[src/rtl/card_renderer_if.sv]
// card_renderer_if: draw-request and VGA pixel bundle between the game
// controller (master) and the card renderer (slave).
interface card_renderer_if;
  logic        writeprint;
  logic        init;
  logic [5:0]  cardprint;
  logic [14:0] orig;
  logic        waitrequest;
  logic        busy;
  logic        overrun;
  logic [7:0]  vga_x;
  logic [6:0]  vga_y;
  logic [2:0]  vga_colour;
  logic        vga_plot;

  modport master (
    output writeprint, init, cardprint, orig,
    input  waitrequest, busy, overrun, vga_x, vga_y, vga_colour, vga_plot
  );

  modport slave (
    input  writeprint, init, cardprint, orig,
    output waitrequest, busy, overrun, vga_x, vga_y, vga_colour, vga_plot
  );
endinterface

[src/rtl/card_renderer.sv]
// card_renderer: rasterises a full-screen green clear or one 11x19 card and
// streams one pixel per cycle to a 160x120 VGA adapter. A one-entry request
// slot provides back-pressure through waitrequest; requests arriving while
// the slot is full are dropped and flagged on the sticky overrun output.
// Optional feature: define CARD_SUIT_PIP_EN to draw a 3x3 suit pip at
// cx 6..8, cy 2..4; without it that area stays white.
module card_renderer (
  input  logic         clk,
  input  logic         rst,
  card_renderer_if.slave bus
);

  typedef enum logic [1:0] {S_IDLE, S_CLEAR, S_CARD} state_t;

  state_t      state, state_nxt;
  logic [7:0]  cnt_x, cnt_x_nxt;
  logic [6:0]  cnt_y, cnt_y_nxt;
  logic [5:0]  job_code, job_code_nxt;
  logic [14:0] job_orig, job_orig_nxt;

  logic        slot_vld;
  logic        slot_init;
  logic [5:0]  slot_code;
  logic [14:0] slot_orig;

  logic        accept, drop, last_px, take_slot, load_in, fill_slot;

  logic [8:0]  sx;
  logic [7:0]  sy;
  logic [7:0]  px_x;
  logic [6:0]  px_y;
  logic [2:0]  px_colour;
  logic        px_plot;

  logic [7:0]  vga_x_q;
  logic [6:0]  vga_y_q;
  logic [2:0]  vga_colour_q;
  logic        vga_plot_q;
  logic        busy_q;
  logic        overrun_q;

  // 3x5 rank glyphs, rows top-down, MSB of each row is the left pixel.
  function automatic logic [14:0] glyph_rom(input logic [3:0] rank);
    logic [14:0] g;
    case (rank)
      4'd1:    g = 15'h2BED;
      4'd2:    g = 15'h73E7;
      4'd3:    g = 15'h73CF;
      4'd4:    g = 15'h5BC9;
      4'd5:    g = 15'h79CF;
      4'd6:    g = 15'h79EF;
      4'd7:    g = 15'h7249;
      4'd8:    g = 15'h7BEF;
      4'd9:    g = 15'h7BCF;
      4'd10:   g = 15'h7492;
      4'd11:   g = 15'h126F;
      4'd12:   g = 15'h7B79;
      4'd13:   g = 15'h5D35;
      default: g = 15'h0000;
    endcase
    return g;
  endfunction

`ifdef CARD_SUIT_PIP_EN
  // 3x3 suit pips, same row/column packing as the glyphs.
  function automatic logic [8:0] pip_rom(input logic [1:0] suit);
    logic [8:0] p;
    case (suit)
      2'd0:    p = 9'b101_111_010;
      2'd1:    p = 9'b010_111_010;
      2'd2:    p = 9'b111_111_010;
      default: p = 9'b010_111_111;
    endcase
    return p;
  endfunction
`endif

  // Colour of one card pixel at local (cx, cy); earlier rules take priority.
  function automatic logic [2:0] card_colour(input logic [5:0] code,
                                             input logic [3:0] cx,
                                             input logic [4:0] cy);
    logic [3:0]  rank;
    logic [2:0]  suit_col;
    logic [14:0] g;
    logic [3:0]  row, col, gidx;
    logic [2:0]  c;
`ifdef CARD_SUIT_PIP_EN
    logic [8:0]  p;
    logic [3:0]  prow, pcol, pidx;
`endif
    rank     = code[5:2];
    suit_col = code[1] ? 3'b000 : 3'b100;
    g        = glyph_rom(rank);
    row      = cy[3:0] - 4'd2;
    col      = cx - 4'd2;
    gidx     = 4'd14 - (row * 4'd3 + col);
`ifdef CARD_SUIT_PIP_EN
    p        = pip_rom(code[1:0]);
    prow     = cy[3:0] - 4'd2;
    pcol     = cx - 4'd6;
    pidx     = 4'd8 - (prow * 4'd3 + pcol);
`endif
    if (cx == 4'd0 || cx == 4'd10 || cy == 5'd0 || cy == 5'd18)
      c = 3'b000;
    else if (rank == 4'd0 || rank >= 4'd14)
      c = 3'b001;
    else if (cx >= 4'd2 && cx <= 4'd4 && cy >= 5'd2 && cy <= 5'd6 && g[gidx])
      c = suit_col;
`ifdef CARD_SUIT_PIP_EN
    else if (cx >= 4'd6 && cx <= 4'd8 && cy >= 5'd2 && cy <= 5'd4 && p[pidx])
      c = suit_col;
`endif
    else
      c = 3'b111;
    return c;
  endfunction

  // Request routing: straight into an idle engine, otherwise into the slot.
  assign accept    = bus.writeprint && !slot_vld;
  assign drop      = bus.writeprint &&  slot_vld;
  assign last_px   = (state == S_CLEAR && cnt_x == 8'd159 && cnt_y == 7'd119) ||
                     (state == S_CARD  && cnt_x == 8'd10  && cnt_y == 7'd18);
  assign take_slot = slot_vld && (state == S_IDLE || last_px);
  assign load_in   = accept && (state == S_IDLE);
  assign fill_slot = accept && (state != S_IDLE);

  // Engine state register: FSM state, raster counters and slot occupancy.
  always_ff @(posedge clk or posedge rst) begin
    if (rst) begin
      state    <= S_IDLE;
      cnt_x    <= 8'd0;
      cnt_y    <= 7'd0;
      slot_vld <= 1'b0;
    end else begin
      state    <= state_nxt;
      cnt_x    <= cnt_x_nxt;
      cnt_y    <= cnt_y_nxt;
      if (fill_slot)
        slot_vld <= 1'b1;
      else if (take_slot)
        slot_vld <= 1'b0;
    end
  end

  // Job and slot payloads are only meaningful while qualified by state/slot_vld.
  always_ff @(posedge clk) begin
    job_code <= job_code_nxt;
    job_orig <= job_orig_nxt;
    if (fill_slot) begin
      slot_init <= bus.init;
      slot_code <= bus.cardprint;
      slot_orig <= bus.orig;
    end
  end

  // Next state: load a job (slot first), retire on the last pixel, else advance.
  always_comb begin
    state_nxt    = state;
    cnt_x_nxt    = cnt_x;
    cnt_y_nxt    = cnt_y;
    job_code_nxt = job_code;
    job_orig_nxt = job_orig;
    if (take_slot) begin
      state_nxt    = slot_init ? S_CLEAR : S_CARD;
      cnt_x_nxt    = 8'd0;
      cnt_y_nxt    = 7'd0;
      job_code_nxt = slot_code;
      job_orig_nxt = slot_orig;
    end else if (load_in) begin
      state_nxt    = bus.init ? S_CLEAR : S_CARD;
      cnt_x_nxt    = 8'd0;
      cnt_y_nxt    = 7'd0;
      job_code_nxt = bus.cardprint;
      job_orig_nxt = bus.orig;
    end else if (last_px) begin
      state_nxt = S_IDLE;
    end else if (state == S_CLEAR) begin
      if (cnt_x == 8'd159) begin
        cnt_x_nxt = 8'd0;
        cnt_y_nxt = cnt_y + 7'd1;
      end else begin
        cnt_x_nxt = cnt_x + 8'd1;
      end
    end else if (state == S_CARD) begin
      if (cnt_x == 8'd10) begin
        cnt_x_nxt = 8'd0;
        cnt_y_nxt = cnt_y + 7'd1;
      end else begin
        cnt_x_nxt = cnt_x + 8'd1;
      end
    end
  end

  // Pixel for the upcoming cycle, derived from the next engine position.
  always_comb begin
    sx        = {1'b0, job_orig_nxt[14:7]} + {1'b0, cnt_x_nxt};
    sy        = {1'b0, job_orig_nxt[6:0]}  + {1'b0, cnt_y_nxt};
    px_x      = vga_x_q;
    px_y      = vga_y_q;
    px_colour = vga_colour_q;
    px_plot   = 1'b0;
    case (state_nxt)
      S_CLEAR: begin
        px_x      = cnt_x_nxt;
        px_y      = cnt_y_nxt;
        px_colour = 3'b010;
        px_plot   = 1'b1;
      end
      S_CARD: begin
        px_x      = sx[7:0];
        px_y      = sy[6:0];
        px_colour = card_colour(job_code_nxt, cnt_x_nxt[3:0], cnt_y_nxt[4:0]);
        px_plot   = (sx < 9'd160) && (sy < 8'd120);
      end
      default: ;
    endcase
  end

  // Registered outputs: pixel bus, busy and sticky overrun.
  always_ff @(posedge clk or posedge rst) begin
    if (rst) begin
      vga_x_q      <= 8'd0;
      vga_y_q      <= 7'd0;
      vga_colour_q <= 3'd0;
      vga_plot_q   <= 1'b0;
      busy_q       <= 1'b0;
      overrun_q    <= 1'b0;
    end else begin
      vga_x_q      <= px_x;
      vga_y_q      <= px_y;
      vga_colour_q <= px_colour;
      vga_plot_q   <= px_plot;
      busy_q       <= (state_nxt != S_IDLE);
      overrun_q    <= overrun_q | drop;
    end
  end

  assign bus.waitrequest = slot_vld;
  assign bus.busy        = busy_q;
  assign bus.overrun     = overrun_q;
  assign bus.vga_x       = vga_x_q;
  assign bus.vga_y       = vga_y_q;
  assign bus.vga_colour  = vga_colour_q;
  assign bus.vga_plot    = vga_plot_q;

endmodule

[src/flat_wrapper.sv]
// flat-port wrapper written by rule: the top's interface ports become plain ports
module card_renderer_flat 
  (clk, rst, bus_writeprint, bus_init, bus_cardprint, bus_orig, bus_waitrequest, bus_busy, bus_overrun, bus_vga_x, bus_vga_y, bus_vga_colour, bus_vga_plot);
  card_renderer_if bus_i ();
  input  logic clk;
  input  logic rst;
  input wire logic [$bits(bus_i.writeprint)-1:0] bus_writeprint;
  input wire logic [$bits(bus_i.init)-1:0] bus_init;
  input wire logic [$bits(bus_i.cardprint)-1:0] bus_cardprint;
  input wire logic [$bits(bus_i.orig)-1:0] bus_orig;
  output wire logic [$bits(bus_i.waitrequest)-1:0] bus_waitrequest;
  output wire logic [$bits(bus_i.busy)-1:0] bus_busy;
  output wire logic [$bits(bus_i.overrun)-1:0] bus_overrun;
  output wire logic [$bits(bus_i.vga_x)-1:0] bus_vga_x;
  output wire logic [$bits(bus_i.vga_y)-1:0] bus_vga_y;
  output wire logic [$bits(bus_i.vga_colour)-1:0] bus_vga_colour;
  output wire logic [$bits(bus_i.vga_plot)-1:0] bus_vga_plot;
  assign bus_i.writeprint = bus_writeprint;
  assign bus_i.init = bus_init;
  assign bus_i.cardprint = bus_cardprint;
  assign bus_i.orig = bus_orig;
  assign bus_waitrequest = bus_i.waitrequest;
  assign bus_busy = bus_i.busy;
  assign bus_overrun = bus_i.overrun;
  assign bus_vga_x = bus_i.vga_x;
  assign bus_vga_y = bus_i.vga_y;
  assign bus_vga_colour = bus_i.vga_colour;
  assign bus_vga_plot = bus_i.vga_plot;
  card_renderer u_core (.clk(clk), .rst(rst), .bus(bus_i));
endmodule
[config.mk]
export PLATFORM = sky130hd
export DESIGN_NAME = card_renderer_flat
export DESIGN_NICKNAME = d
export VERILOG_FILES = /design/src/rtl/card_renderer_if.sv /design/src/rtl/card_renderer.sv /design/src/flat_wrapper.sv
export SDC_FILE = /design/constraint.sdc
export NUM_CORES = 1
export LEC_CHECK = 0
export BUFFER_PORTS_ARGS = -buffer_cell sky130_fd_sc_hd__buf_2
export CORE_ASPECT_RATIO = 0.75
export CORE_UTILIZATION = 30
export CTS_CLUSTER_SIZE = 10
export DETAILED_ROUTE_END_ITERATION = 12
export PLACE_DENSITY_LB_ADDON = 0.25
export SYNTH_ARGS = -nofsm -noshare
export SYNTH_HDL_FRONTEND = slang
export SYNTH_SLANG_ARGS = --single-unit
[constraint.sdc]
create_clock -name clk -period 8.6 [get_ports clk]
set_input_delay 1.72 -clock clk [delete_from_list [all_inputs] [get_ports clk]]
set_output_delay 1.72 -clock clk [all_outputs]
set_load 0.005 [all_outputs]
After elaboration in Yosys (flattened, before gate mapping) --
Memories as Yosys holds them, arrays and structs flattened. Cells that the tools add are included. W data, S select, Z words.
Operators by class: add/subtract/negate cells 8, multiply operators 1, $lt $le $gt $ge 8, eq/ne operators 10, muxes and demuxes 36, bitwise gates (word level) 1, reductions and logical operators 29
Operators with widths (number):
- $mux W8 | 7
- $mux W7 | 7
- $mux W15 | 3
- $pmux W8 S2 | 1
- $logic_and A1 B1 Y1 | 14
- $pmux W7 S2 | 1
- $mux W3 | 4
- $mux W6 | 2
- $mux W2 | 5
- $add A8 B8 Y9 | 1
- $lt A9 B8 Y1 const B | 1
- $add A7 B7 Y8 | 1
- $add A8 B1 Y8 const B | 1
- $eq A8 B4 Y1 const B | 1
- $eq A8 B8 Y1 const B | 1
- $logic_not A4 Y1 | 2
- $lt A8 B7 Y1 const B | 1
- $reduce_bool A2 Y1 | 4
- $sub A4 B2 Y4 const B | 2
- $add A7 B1 Y7 const B | 1
- $eq A7 B5 Y1 const B | 1
- $eq A7 B7 Y1 const B | 1
- $logic_or A1 B1 Y1 | 6
- $pmux W3 S2 | 1
- other kinds (20) | 24
Storage, ports and cells: register bits after elaboration 81, memory bits (read-only) 240, input port bits 25, output and inout bits 22, logic and storage cells 109, memories 1
Memory list:
- (no name shown) | words 16, width 15, read ports 1, clocked after Yosys merged registers in 0, wr ports 0, line card_renderer.sv:45 | case (rank)

Logic depth before layout (Yosys ltp) --
depth in word-level cells 18, gate-level depth with buffers 22, gate-level depth less buffers 21

Worst setup path after synthesis --
No wires, ideal clock.
kind in2reg, start input bus_writeprint, end register u_core.vga_colour_q[2], in the netlist u_core.bus.vga_colour[2], library setup time 0.130 ns, arrival time 5.100 ns, required time 8.470 ns, slack 3.370 ns, stages 15, buffers on the path 1, cells stage by stage o21ai_0 > o21ai_2 > nor3b_1 > inv_1 > ha_1 > inv_1 > ha_1 > buf_1 > inv_1 > o21ai_1 > a222oi_1 > nor3b_1 > or4_1 > o21ai_2 > a31oi_1
On the way: word-level cells in the longest chain between the ends 15, elaborated cells between the ends (all ways) 45, classes of those cells 4 x add/sub; 1 x mul; 5 x order compare; 4 x eq/ne; 16 x mux; 14 x reduce/logical; 1 x memory
RTL lines:
- from (decl) | line flat_wrapper.sv:7 | input wire logic [$bits(bus_i.writeprint)-1:0] bus_writeprint;
- $logic_and A1 B1 Y1 (*) | line card_renderer.sv:119 | assign accept = bus.writeprint && !slot_vld;
- $logic_and A1 B1 Y1 (*) | line card_renderer.sv:124 | assign load_in = accept && (state == S_IDLE);
- $mux W7 (*) | line card_renderer.sv:169 | end else if (load_in) begin
- $mux W7 (*) | line card_renderer.sv:163 | if (take_slot) begin
- via u_core.cnt_y_nxt[1] | line card_renderer.sv:17 | logic [6:0] cnt_y, cnt_y_nxt;
- $sub A4 B2 Y4 | line card_renderer.sv:94 | row = cy[3:0] - 4'd2;
- $mul A4 B2 Y4 | line card_renderer.sv:96 | gidx = 4'd14 - (row * 4'd3 + col);
- $add A4 B4 Y4 | line card_renderer.sv:96
- $sub A4 B4 Y4 | line card_renderer.sv:96
- $bmux W1 S4 | line card_renderer.sv:107 | else if (cx >= 4'd2 && cx <= 4'd4 && cy >= 5'd2 && cy <= 5'd6 && g[gidx])
- $mux W1 (not written as such) | line card_renderer.sv:107
- $logic_and A1 B1 Y1 | line card_renderer.sv:107
- $mux W3 | line card_renderer.sv:107
- $mux W3 | line card_renderer.sv:105 | else if (rank == 4'd0 || rank >= 4'd14)
- $mux W3 (*) | line card_renderer.sv:103 | if (cx == 4'd0 || cx == 4'd10 || cy == 5'd0 || cy == 5'd18)
- $pmux W3 S2 (*) | line card_renderer.sv:202 | case (state_nxt)
- to (signal assigned) | line card_renderer.sv:231 | vga_colour_q <= px_colour;
- to (decl) | line card_renderer.sv:37 | logic [2:0] vga_colour_q;
Mark *: on every way through the listed nets, which the timed path passes. The rest lies on a longest branch. The select of a mux whose other input is x is not followed. A chain may end at the register's enable or synchronous reset.

Worst setup path after layout --
start register u_core.cnt_x[0], end register u_core.vga_colour_q[2], in the netlist u_core.bus.vga_colour[2]
On the way: elaborated cells between the ends (all ways) 63, classes of those cells 5 x add/sub; 1 x mul; 5 x order compare; 6 x eq/ne; 26 x mux; 19 x reduce/logical; 1 x memory
RTL lines:
- from (decl) | line card_renderer.sv:16 | logic [7:0] cnt_x, cnt_x_nxt;
- from (signal assigned) | line card_renderer.sv:136 | cnt_x <= cnt_x_nxt;
- $add A8 B1 Y8, or another cell as far along | line card_renderer.sv:182, card_renderer.sv:189
- $mux W8, or another cell as far along | line card_renderer.sv:185 | if (cnt_x == 8'd10) begin
- $mux W8, or another cell as far along | line card_renderer.sv:184 | end else if (state == S_CARD) begin
- $mux W8 / $logic_or A1 B1 Y1 (equally long branches) | line card_renderer.sv:177, card_renderer.sv:121
- $mux W8 / $logic_or A1 B1 Y1 (equally long branches) | line card_renderer.sv:175, card_renderer.sv:123
- $mux W8 / $logic_and A1 B1 Y1 (equally long branches) | line card_renderer.sv:169, card_renderer.sv:123
- $mux W8 (*) | line card_renderer.sv:163
- via u_core.cnt_x_nxt[1] | line card_renderer.sv:16
- [... 2 more ...]
- $sub A4 B4 Y4 | line card_renderer.sv:96
- $bmux W1 S4 | line card_renderer.sv:107
- $mux W1 (not written as such) | line card_renderer.sv:107
- $logic_and A1 B1 Y1 | line card_renderer.sv:107
- $mux W3 | line card_renderer.sv:107
- $mux W3 | line card_renderer.sv:105
- $mux W3 (*) | line card_renderer.sv:103
- $pmux W3 S2 (*) | line card_renderer.sv:202
Marks and branches as above.

==> results.toml <==
[run_status]
status = "complete, no violations"

[critical_path]
crit_path_frequent_cell = "ha_1"
criticalPathCategory = "reg -> reg"
slowest_stage = "or4_4"
cp-end-kind = "flop"
cp_data_arrival_time_ns = 5.79
worstPathCellList = "ha_1, nand4_1, or4_4, a21oi_4, o21ai_1, and2_1, nor2_1, ha_1, ha_1, inv_1, ha_1, inv_1, o21ai_1, a222oi_1, nor3b_1, or4_1, o21ai_2, a31oi_1"
cp_max_fo = 13
required_ns = 8.80
cpPeakStageDelay_ns = 0.65
cp-start-kind = "flop"

[sta]
worstMarginPinSlew_ns = 1.05
setup_violations = 0
slew_violations = 0
slew_headroom_pct = 29.9
hold_ws_ns = 0.453
rsz0062_at_grt = "no"
finalCriticalPeriod_ns = 5.59
finalCritPeriodShare_pct = 65.0
fin_ws_ns = 3.01
timing.fmax_mhz = 179
hold_viol = 0
final.setup.tns_ns = 0
fin_skew_ns = 0.00613

[detailed_routing]
viasPerCell = 5.24
wl_per_cell_um = 16.9
first_pass_iters = 4
dr.first_iter.drc_count = 329
drc = 0
antenna_left = 0
via_count = 4420
wirelength_mm = 14.3

[finish]
drive_gt1_share_pct = 15.3
fin_util_pct = 35.5
nets = 666
n_antenna_cell = 0
design_area_mm2 = 0.00607
final_common_cell = "nor2_1"
final_cell_mix = "nor2_1 (52), buf_2 (45), a21oi_1 (43), dfrtp_1 (39)"
syn_to_final_growth_pct = 14.0
fin_cells = 844

[yosys]
synth.cell_area_mm2 = 0.00533
ys_seq_elements = 80
syn_avg_cell_area_um2 = 9.41
seq_area_frac_synth_pct = 37.7
netlist_instances = 566
synth-edff-count = 21
ys_types = 86
synthArstFlopShare_pct = 48.8
synthFlopType = "dfrtp_1"
syn_nets = 629
yosysWarnings = 0

[placement]
dpl_cell_area_mm2 = 0.00579
gp_congestion = 0.865
dp.cells = 828
dp_hpwl_mm = 10.8
pre_cts_ws_ns = 2.96
port_buffers = 45

[global_routing]
grt_max_degree = 40
grt_usage_pct = 16.7
grt.overflow.total = 0
grt_pass1_wl_mm = 23.5
antenna_found_initial = 0
grt_pass1_vias = 4376

[power_and_ir_drop]
ir_drop_v = 0.0000978
pwr-share-clk_pct = 46.8
p_seq_share_pct = 50.4
leakagePower_nw = 2.40
netSwitchingFraction_pct = 23.7
power_density_mw_per_mm2 = 130
power_mw = 0.787
p_int_mw = 0.600
p_comb_share_pct = 2.8
p_switching_mw = 0.187

[job]
cap_violations = 0

[clock_network]
cts_buffer_depth = 2
clk_latency_ns = 0.35
numCtsBuffers = 9
clk_pin_slew_ns = 0.06
clock_sinks = 80
tritoncts = "done"
htree_levels = 3
hold_buffers = 0
cts_setup_buffers = 0
cts-root-buf = "clkbuf_16"
cts_resized = 0

[die]
io_pins = 47
rows = 41
fp.dieH_um = 117
die_w_um = 156
coreArea_mm2 = 0.0171
start_util_pct = 31.2
dieArea_mm2 = 0.0183

[min_path]
min_path_type = "reg -> reg"
-- power by group through the flow --
stage                     combinational [mW]  sequential (mW)  clock, mW
final                                 0.0222            0.396      0.369
after global routing                  0.0247            0.397      0.399
after detailed placement              0.0224            0.404          0
after global placement                0.0216            0.404          0
after CTS                             0.0225            0.396      0.384
after floorplan                       0.0111            0.403          0
-- flip-flops by register name (all words and copies together) (netlist names) --
name                    cells
u_core.bus.busy             1
u_core.bus.overrun          1
u_core.bus.vga_colour       3
u_core.bus.vga_plot         1
u_core.bus.vga_x            8
u_core.bus.vga_y            7
u_core.bus.waitrequest      1
u_core.cnt_x                8
u_core.cnt_y                7
u_core.job_code             5
u_core.job_orig            15
u_core.slot_code            5
u_core.slot_init            1
u_core.slot_orig           15
u_core.state                2
-- Yosys cell counts, types with 3 or more instances --
cell / count / area [um^2]
a211oi_1: 9 / 67.6
a21o_1: 7 / 52.6
a21oi_1: 43 / 215
a221o_1: 4 / 40.0
a22oi_1: 3 / 22.5
a2bb2oi_1: 4 / 35.0
a31oi_1: 5 / 31.3
and2_1: 5 / 31.3
and3_1: 4 / 25.0
buf_2: 4 / 20.0
buf_6: 3 / 33.8
clkbuf_1: 20 / 75.1
dfrtp_1: 39 / 976
dfxtp_1: 20 / 400
edfxtp_1: 21 / 631
fa_1: 3 / 60.1
ha_1: 35 / 438
inv_1: 27 / 101
mux2i_1: 29 / 290
nand2_1: 35 / 131
nand2b_1: 8 / 50.1
nand3_1: 8 / 40.0
nand4_1: 6 / 37.5
nor2_1: 52 / 195
nor2b_1: 9 / 56.3
nor3_1: 11 / 55.1
nor3b_1: 3 / 22.5
nor4_1: 4 / 25.0
o211ai_1: 5 / 37.5
o21a_1: 7 / 52.6
o21ai_0: 33 / 165
o21ai_1: 7 / 35.0
o21ai_2: 4 / 35.0
o31ai_1: 4 / 30.0
xnor2_1: 19 / 166
xor2_1: 3 / 26.3
-- cell families (layout without fill, tap and decap cells) --
family	Yosys count	count (layout)	synth area share, %
AOI/OAI and AO/OA	168	168	21.6
xor gates and xnor gates	22	22	3.62
adders and majority gates	39	39	9.54
buffers and inverters	58	100	4.72
DFF	80	80	37.7
muxes	29	29	5.45
and+or+nand+nor	170	170	17.4
-- layer usage --
| layer | wire (um) | global-route usage (%) | share of wire (%) |
|---|---|---|---|
| met1 | 7410 | 24.7 | 52 |
| met2 | 5920 | 23.7 | 41 |
| met3 | 684 | 3.25 | 4.8 |
| met4 | 264 | 5.94 | 1.8 |
| met5 | 0 | 0 | 0 |
-- critical path, delay by kind of cell (launching register included) --
kind,cells,cell delay [ns]
AO/OA/AOI/OAI,6,1.36
AND/OR/NAND/NOR,6,2.13
buffers and inverters,2,0.26
flip-flops,1,0.44
adder cells (fa/ha/maj),4,1.24
-- worst paths after layout --
check,start,to,slack [ns],cells past startpoint
max,u_core.cnt_x[0],u_core.bus.vga_colour[2],3.01,18
max in group asynchronous,rst,u_core.state[1],6.74,3
min in group asynchronous,rst,u_core.bus.vga_y[1],1.49,3
max reg2reg,u_core.cnt_x[0],u_core.bus.vga_colour[2],3.01,18
min reg2reg,u_core.bus.overrun,u_core.bus.overrun,0.45,1
min,u_core.bus.overrun,u_core.bus.overrun,0.45,1
-- layout make-up --
class | instances | area [um^2]
repair buffers | 55 | 300
fillers | 1721 | 11000
clock buffers | 9 | 225
flip-flops and latches | 80 | 2010
well taps | 236 | 295
multi-input cells | 428 | 3080
inverters | 29 | 111
clock inverters | 7 | 53.8
Power figures use the tool's default switching activity.
